<file path="config.mk">
export PLATFORM = sky130hd
export DESIGN_NAME = inst_fetch_unit
export DESIGN_NICKNAME = d
export VERILOG_FILES = /design/src/rtl/mips_defs_pkg.sv /design/src/rtl/fetch_skid_buf.sv /design/src/rtl/inst_fetch_unit.sv
export SDC_FILE = /design/constraint.sdc
export NUM_CORES = 1
export LEC_CHECK = 0
export BUFFER_PORTS_ARGS = -buffer_cell sky130_fd_sc_hd__buf_2
export CAP_MARGIN = 10
export CORE_MARGIN = 2
export CORE_UTILIZATION = 35
export CTS_CLUSTER_DIAMETER = 60
export DETAILED_ROUTE_END_ITERATION = 8
export PLACE_DENSITY = 0.61
export SLEW_MARGIN = 40
export SYNTH_ARGS = -nofsm -noshare
export SYNTH_HDL_FRONTEND = slang
export SYNTH_SLANG_ARGS = --single-unit
</file>
<file path="constraint.sdc">
create_clock -name clk -period 6.6 [get_ports clk]
set_input_delay 1.32 -clock clk [delete_from_list [all_inputs] [get_ports clk]]
set_output_delay 1.32 -clock clk [all_outputs]
set_load 0.01 [all_outputs]
</file>
<file path="src/rtl/mips_defs_pkg.sv">
// Shared MIPS32 front-end definitions: widths, NOP encoding, fetch state and byte swap.
package mips_defs;

  localparam int unsigned PC_W   = 32;
  localparam int unsigned INST_W = 32;

  localparam logic [INST_W-1:0] NOP = 32'h0000_0000;

  typedef enum logic {
    RUN   = 1'b0,
    FAULT = 1'b1
  } fetch_state_e;

  // ROM stores words byte-reversed relative to MIPS instruction order.
  function automatic logic [INST_W-1:0] bswap(input logic [INST_W-1:0] d);
    return {d[7:0], d[15:8], d[23:16], d[31:24]};
  endfunction

endpackage

</file>
<file path="src/rtl/fetch_skid_buf.sv">
// Two-entry FIFO of {pc, inst} between fetch and decode; head is read straight from storage.
module fetch_skid_buf
  import mips_defs::*;
(
  input  logic              clk,
  input  logic              rst,
  input  logic              push_i,
  input  logic              pop_i,
  input  logic              flush_i,
  input  logic [PC_W-1:0]   push_pc_i,
  input  logic [INST_W-1:0] push_inst_i,
  output logic [PC_W-1:0]   head_pc_o,
  output logic [INST_W-1:0] head_inst_o,
  output logic              valid_o,
  output logic [1:0]        count_o
);

  logic [PC_W-1:0]   pc_q   [2];
  logic [INST_W-1:0] inst_q [2];
  logic              rd_ptr_q, rd_ptr_d;
  logic              wr_ptr_q, wr_ptr_d;
  logic [1:0]        count_q, count_d;

  always_comb begin
    rd_ptr_d = rd_ptr_q;
    wr_ptr_d = wr_ptr_q;
    count_d  = count_q;
    if (flush_i) begin
      rd_ptr_d = 1'b0;
      wr_ptr_d = 1'b0;
      count_d  = 2'd0;
    end else begin
      if (push_i) wr_ptr_d = ~wr_ptr_q;
      if (pop_i)  rd_ptr_d = ~rd_ptr_q;
      unique case ({push_i, pop_i})
        2'b10:   count_d = count_q + 2'd1;
        2'b01:   count_d = count_q - 2'd1;
        default: count_d = count_q;
      endcase
    end
  end

  always_ff @(posedge clk) begin
    if (rst) begin
      rd_ptr_q <= 1'b0;
      wr_ptr_q <= 1'b0;
      count_q  <= 2'd0;
      for (int i = 0; i < 2; i++) begin
        pc_q[i]   <= '0;
        inst_q[i] <= '0;
      end
    end else begin
      rd_ptr_q <= rd_ptr_d;
      wr_ptr_q <= wr_ptr_d;
      count_q  <= count_d;
      if (push_i && !flush_i) begin
        pc_q[wr_ptr_q]   <= push_pc_i;
        inst_q[wr_ptr_q] <= push_inst_i;
      end
    end
  end

  assign head_pc_o   = pc_q[rd_ptr_q];
  assign head_inst_o = inst_q[rd_ptr_q];
  assign valid_o     = (count_q != 2'd0);
  assign count_o     = count_q;

endmodule

</file>
<file path="src/rtl/inst_fetch_unit.sv">
// MIPS32 instruction fetch: PC sequencing, ROM byte swap, redirect and misalignment fault.
module inst_fetch_unit
  import mips_defs::*;
#(
  parameter int unsigned     ADDR_W    = 5,
  parameter int unsigned     ROM_DEPTH = 28,
  parameter logic [PC_W-1:0] RESET_PC  = 32'h0000_0000
) (
  input  logic              clk,
  input  logic              rst,
  output logic [ADDR_W-1:0] rom_addr,
  input  logic [INST_W-1:0] rom_data,
  output logic              inst_valid,
  input  logic              inst_ready,
  output logic [INST_W-1:0] inst_o,
  output logic [PC_W-1:0]   inst_pc,
  input  logic              redirect_valid,
  input  logic [PC_W-1:0]   redirect_pc,
  output logic              fault,
  output logic [PC_W-1:0]   fault_pc
);

  fetch_state_e      state_q, state_d;
  logic [PC_W-1:0]   fetch_pc_q, fetch_pc_d;
  logic              fault_q, fault_d;
  logic [PC_W-1:0]   fault_pc_q, fault_pc_d;

  logic              pop, push, flush, misaligned, in_range;
  logic [1:0]        count;
  logic [INST_W-1:0] fetch_inst;
  logic [PC_W-3:0]   word_idx;

  assign word_idx   = fetch_pc_q[PC_W-1:2];
  assign in_range   = (word_idx < (PC_W-2)'(ROM_DEPTH));
  assign fetch_inst = in_range ? bswap(rom_data) : NOP;
  assign rom_addr   = fetch_pc_q[ADDR_W+1:2];
  assign misaligned = (redirect_pc[1:0] != 2'b00);

  // A slot is free if the buffer is not full, or the head leaves this cycle.
  always_comb begin
    pop   = inst_valid && inst_ready;
    flush = (state_q == RUN) && redirect_valid;
    push  = (state_q == RUN) && !redirect_valid && ((count != 2'd2) || pop);
  end

  always_comb begin
    state_d    = state_q;
    fetch_pc_d = fetch_pc_q;
    fault_d    = fault_q;
    fault_pc_d = fault_pc_q;
    if (flush) begin
      if (misaligned) begin
        state_d    = FAULT;
        fault_d    = 1'b1;
        fault_pc_d = redirect_pc;
      end else begin
        fetch_pc_d = redirect_pc;
      end
    end else if (push) begin
      fetch_pc_d = fetch_pc_q + 32'd4;
    end
  end

  always_ff @(posedge clk) begin
    if (rst) begin
      state_q    <= RUN;
      fetch_pc_q <= RESET_PC;
      fault_q    <= 1'b0;
      fault_pc_q <= '0;
    end else begin
      state_q    <= state_d;
      fetch_pc_q <= fetch_pc_d;
      fault_q    <= fault_d;
      fault_pc_q <= fault_pc_d;
    end
  end

  fetch_skid_buf u_buf (
    .clk         (clk),
    .rst         (rst),
    .push_i      (push),
    .pop_i       (pop),
    .flush_i     (flush),
    .push_pc_i   (fetch_pc_q),
    .push_inst_i (fetch_inst),
    .head_pc_o   (inst_pc),
    .head_inst_o (inst_o),
    .valid_o     (inst_valid),
    .count_o     (count)
  );

  assign fault    = fault_q;
  assign fault_pc = fault_pc_q;

endmodule

</file>
# Word-level counts from Yosys, hierarchy flattened
# Memory sizes are Yosys's and may differ from the RTL's. A register that Yosys moved wholly into a read port is not among the register bits.
# Index checks and enable logic that the tools add are counted.
[totals] reg_bits=69 ram_bits=128 in_bits=68 out_inout_bits=103 wordCells=56 mem_count=2
[classes] n_addsub=3 magnitude_cmp=1 n_eq_ne=4 mux=20 bitwise=3 reduce_logical=17
[memory_table] name="u_buf.inst_q" depth=2 width=32 rd=1 rd_ports_with_merged_regs=1 write_ports=2 line="fetch_skid_buf.sv:19" text="logic [INST_W-1:0] inst_q [2];"
[memory_table] name="u_buf.pc_q" depth=2 width=32 rd=1 rd_ports_with_merged_regs=1 write_ports=2 line="fetch_skid_buf.sv:18" text="logic [PC_W-1:0] pc_q [2];"
[op_table] op="$mux 32" count=6
[op_table] op="$reduce_or 32->1" count=2
[op_table] op="$add 32x3->32 const B" count=1
[op_table] op="$lt 30x5->1 const B" count=1
[op_table] op="$mux 1" count=13
[op_table] op="$reduce_bool 2->1" count=4
[op_table] op="$logic_and 1x1->1" count=5
[op_table] op="$ne 2x2->1 const B" count=2
[op_table] op="$pmux 2 s2" count=1
[op_table] op="$reduce_and 2->1" count=2
[op_table] op="$not 1->1" count=3
[op_table] op="$add 2x1->2 const B" count=1
[op_table] op="$eq 2x1->1 const B" count=1
[op_table] op="$eq 2x2->1 const B" count=1
[op_table] op="$logic_not 1->1" count=2
[op_table] op="$reduce_or 2->1" count=1
[op_table] op="$sub 2x1->2 const B" count=1
[op_table] op="$logic_or 1x1->1" count=1

# Depth between registers and ports, before layout
[depth] word_depth=10 ltp_mapped=7

# Hierarchy
# Synthesis repeated with hierarchy kept, for this count alone.
[hier_totals] cells_unflattened=860 area_unflattened_um2=9464.1
[modules_own_cells] mod="fetch_skid_buf" n_inst=1 cells_each=380 area_each_um2=5876.9
[modules_own_cells] mod="inst_fetch_unit" n_inst=1 cells_each=480 area_each_um2=3587.2

# Worst setup path after synthesis
# No wires, ideal clock.
[synth_path] path_type="in2reg" start="input inst_ready" end="memory u_buf.inst_q[0][0] (enable)" setup_ps=574 t_arrival_ps=6220 t_required_ps=6026 setup_slack_ps=-195 stages=4 n_path_buf=1 cell_sequence="nor3b_1 -> nand2b_1 -> clkbuf_1 -> o21ai_0"
[synth_lines] item="start, declared" line="inst_fetch_unit.sv:14" text="input logic inst_ready,"
[synth_lines] item="end, declared" line="fetch_skid_buf.sv:19"

==> summary.md <==
| Metric | Value |
|---|---|
| Hold EP | fault_pc[6] |
| Cell count after synthesis | 827 |
| Clock network fraction of design power | 0.368 |
| Die area | around 27000 um^2 |
| Worst skew pair latency | ~430 ps |
| ANT cells | 0 |
| Placed Instances | 1263 |
| Buffers & Inverters on Critical Path | 4 |
| Hold Crit Class | reg2reg |
| Cell area after layout | 10800 um^2 |
| Crit-path slowest cell | buf_4 |
| Seq/Total Area, Yosys | 0.579 |
| Via density | 5.20 |
| Routed via count | ~6700 |
| H-tree levels | 4 |
| WS Path Type | in2reg |
| Final setup TNS | 0 ps |
| Mapped Area | 9060 um^2 |
| Largest stage delay, worst path | 590 ps |
| EDFF count, synth | 128 |
| Syn avg cell area | ~11 um^2 |
| Critical R2R Capture | u_buf.inst_q[1][15] |
| Router iterations before antenna repair | 5 |
| Crit start category | primary input |
| RSZ-0062 raised after global routing | false |
| CTS root buf | clkbuf_16 |
| GP Congestion | ~0.85 |
| Core Area | approximately 25000 um^2 |
| Clock sinks | 198 |
| Number of max-cap violations | 0 |
| Routed wire per std cell | 17.7 um |
| Internal power | 2.11 mW |
| Reg power frac | 0.506 |
| Overall power | 2.86 mW |
| Grt ovf | 0 |
| Most frequent cell after synthesis | edfxtp_1 |
| Die height | between 150 and 200 um |
| XOR/XNOR Fraction of Synth Area | 0.00193 |
| Synth area leaders | edfxtp_1 42%, dfxtp_1 15%, mux2_2 8.1% |
| Setup crit start | rst |
| Fmax | 306 MHz |
| NetSw | 757 uW |
| Vias in the first global route | approximately 6300 |
| CP top delay family | buffers and inverters |
| Switch share | 0.264 |
| R2R Setup Slk | 4110 ps |
| Flops & latches, synth | 198 |
| Die W | 165 um |
| Initial antenna violation count | 0 |
| Area grow syn2layout | 18.9% |
| Hold path startpoint | fault_pc[6] |
| Launch point of the worst reg-to-reg path | fault |
| I/O pins | 171 |
| Pwr Density | 266 nW/um^2 |
| Drt total wl | 22.9 mm |
| DP HPWL | approximately 15 mm |
| Synth Area in Simple Gates | 0.212 |
| Post-CTS Setup Bufs | 0 |
| Layout Skew | 9.72 ps |
| Slew headroom | 0.503 |
| Ys async rst share | 0 |
| CTS tree | yes |
| DR iter-0 viols | 683 |
| Cts bufs inserted | 17 |
| Largest family of logic cells by synthesized area | simple AND/OR/NAND/NOR gates |
| WHS Path Cells | 2 |
| Slew of the pin with the lowest slew margin | about 750 ps |
| Max VDD drop | 0.180 mV |
| Largest net degree at the start of global routing | 70 |
| Number of routed nets with antenna violations | 0 |
| First-pass GRT wire length | 35.0 mm |
| Nets | 1021 |
| Cells on worst reg2reg path | 4 |
| Post-Route Utilization | 0.426 |
| Synthesized-area fraction occupied by adder cells | 0.00138 |
| Critical Path AT | 3340 ps |
| Final setup fails | 0 |
| Row count | between 50 and 60 |
| Worst-path clk slew | 70 ps |
| Outcome | complete, no violations |
| Setup crit end kind | flip-flop |
| Maximum clock path buffer count | 2 |
| Syn Nets | about 900 |
| Tmin final | 3270 ps |
| Area leader, netlist | edfxtp_1 |
| Starting Density | 0.358 |
| Crit share post-route | 0.496 |
| CP max FO | approximately 70 |
| CTS resizes | 0 |
| Top cells by count, synth | 128 x edfxtp_1, 106 x nand2_1, 73 x and3_1 |
| Max Slew Vio Count | 0 |
| Share of layout cells above drive strength 1 | 0.305 |
| Worst EP required | 6660 ps |
| Number of port buffers | 170 |
| Yosys warning count | 0 |
| Comb pwr share | 0.126 |
| DRC errors left | 0 |
| Finished Layout Cells | 1294 |
| Ys flop type | edfxtp_1 |
| Hold_buf cts | 0 |
| Synth top area share | 0.424 |
| Gr usage total | 0.168 |
| Leak | 4.48 nW |
| Unique masters post-synth | 56 |
| Final Hold Fails | 0 |
| Mux cell area share after synthesis | 0.0896 |
| Crit-path cells | buf_2, buf_4, clkinv_1, o21ai_4, buf_6 |
| Placed cell areas | approximately 10000 um^2 |
| Post-synthesis compound-gate area fraction | 0.0795 |
==> area by class of cell <==
class	count	area, um^2
timing repair buffer	179	950
clock buffer	17	425
tap	330	413
inverter	5	18.8
fill	2433	14500
multi-input combinational	551	3560
clock inverter	14	165
sequential	198	5250
==> state kept, by name, summed over array words and instances, names as in the netlist, named ones only <==
register,count
u_buf.rd_ptr_q,1
fault_pc,32
u_buf.inst_q,64
u_buf.pc_q,64
fetch_pc_q,32
fault,1
u_buf.count_o,2
u_buf.wr_ptr_q,1
==> worst max-delay path by stage <==
stage	endpoint	slack [ps]	depth (start not counted)
global route	u_buf.inst_q[0][3]	3200	5
finish	u_buf.inst_q[0][3]	3330	5
floorplan	u_buf.inst_q[0][0]	1530	4
detailed placement	u_buf.inst_q[0][6]	2880	5
global placement	u_buf.inst_q[1][6]	2750	5
CTS	u_buf.pc_q[0][18]	3330	5
==> per-stage QoR <==
stage               hold slack [ps]  setup slack [ps]
finish                          456              3330
CTS                             458              3330
global placement                440              2750
detailed placement              446              2880
floorplan                       458              1530
global route                    480              3200
==> power groups by stage <==
stage	clock, mW	combinational, mW	sequential [mW]
floorplan	0	0.223	1.46
detailed placement	0	0.365	1.48
finish	1.05	0.361	1.45
global route	1.13	0.398	1.46
CTS	1.07	0.367	1.45
global placement	0	0.346	1.48
==> kinds of logic (layout without fill, tap and decap cells) <==
group,count (synthesis),count (layout)
flops,198,198
fa+ha+maj,1,1
simple gates,359,359
xor+xnor,2,2
buf+inv,78,215
mux,73,73
compound gates,116,116
==> cells in the final DEF (no fill, tap or decap), types with 4 or more instances in the layout <==
cell type,count
a22o_1,5
o21ai_0,17
buf_2,170
and2_1,66
a21oi_1,47
nor3_1,8
clkbuf_16,17
buf_4,5
o22ai_1,6
nand2_1,105
nor4_1,15
inv_1,4
mux2i_1,8
and3_1,72
a22oi_1,11
mux2_2,65
nor2_1,41
edfxtp_1,128
nand4_1,15
o31ai_1,4
nand3_1,10
clkinv_4,4
inv_6,4
dfxtp_1,69
==> tightest hold or removal path, cell delays in order (launching register included) <==
cell	delay (ps)
dfxtp_1	310
nand2_1	50
a21oi_1	50
==> layer usage <==
metal  vias up  share of wire  global-route usage
met4         0         0.0099              0.0423
li1       3244              -                   -
met1      3252           0.47               0.232
met5         -              0                   0
met3        16          0.059              0.0369
met2       215           0.46               0.267
Note: power is estimated with default switching activity, not from simulation.
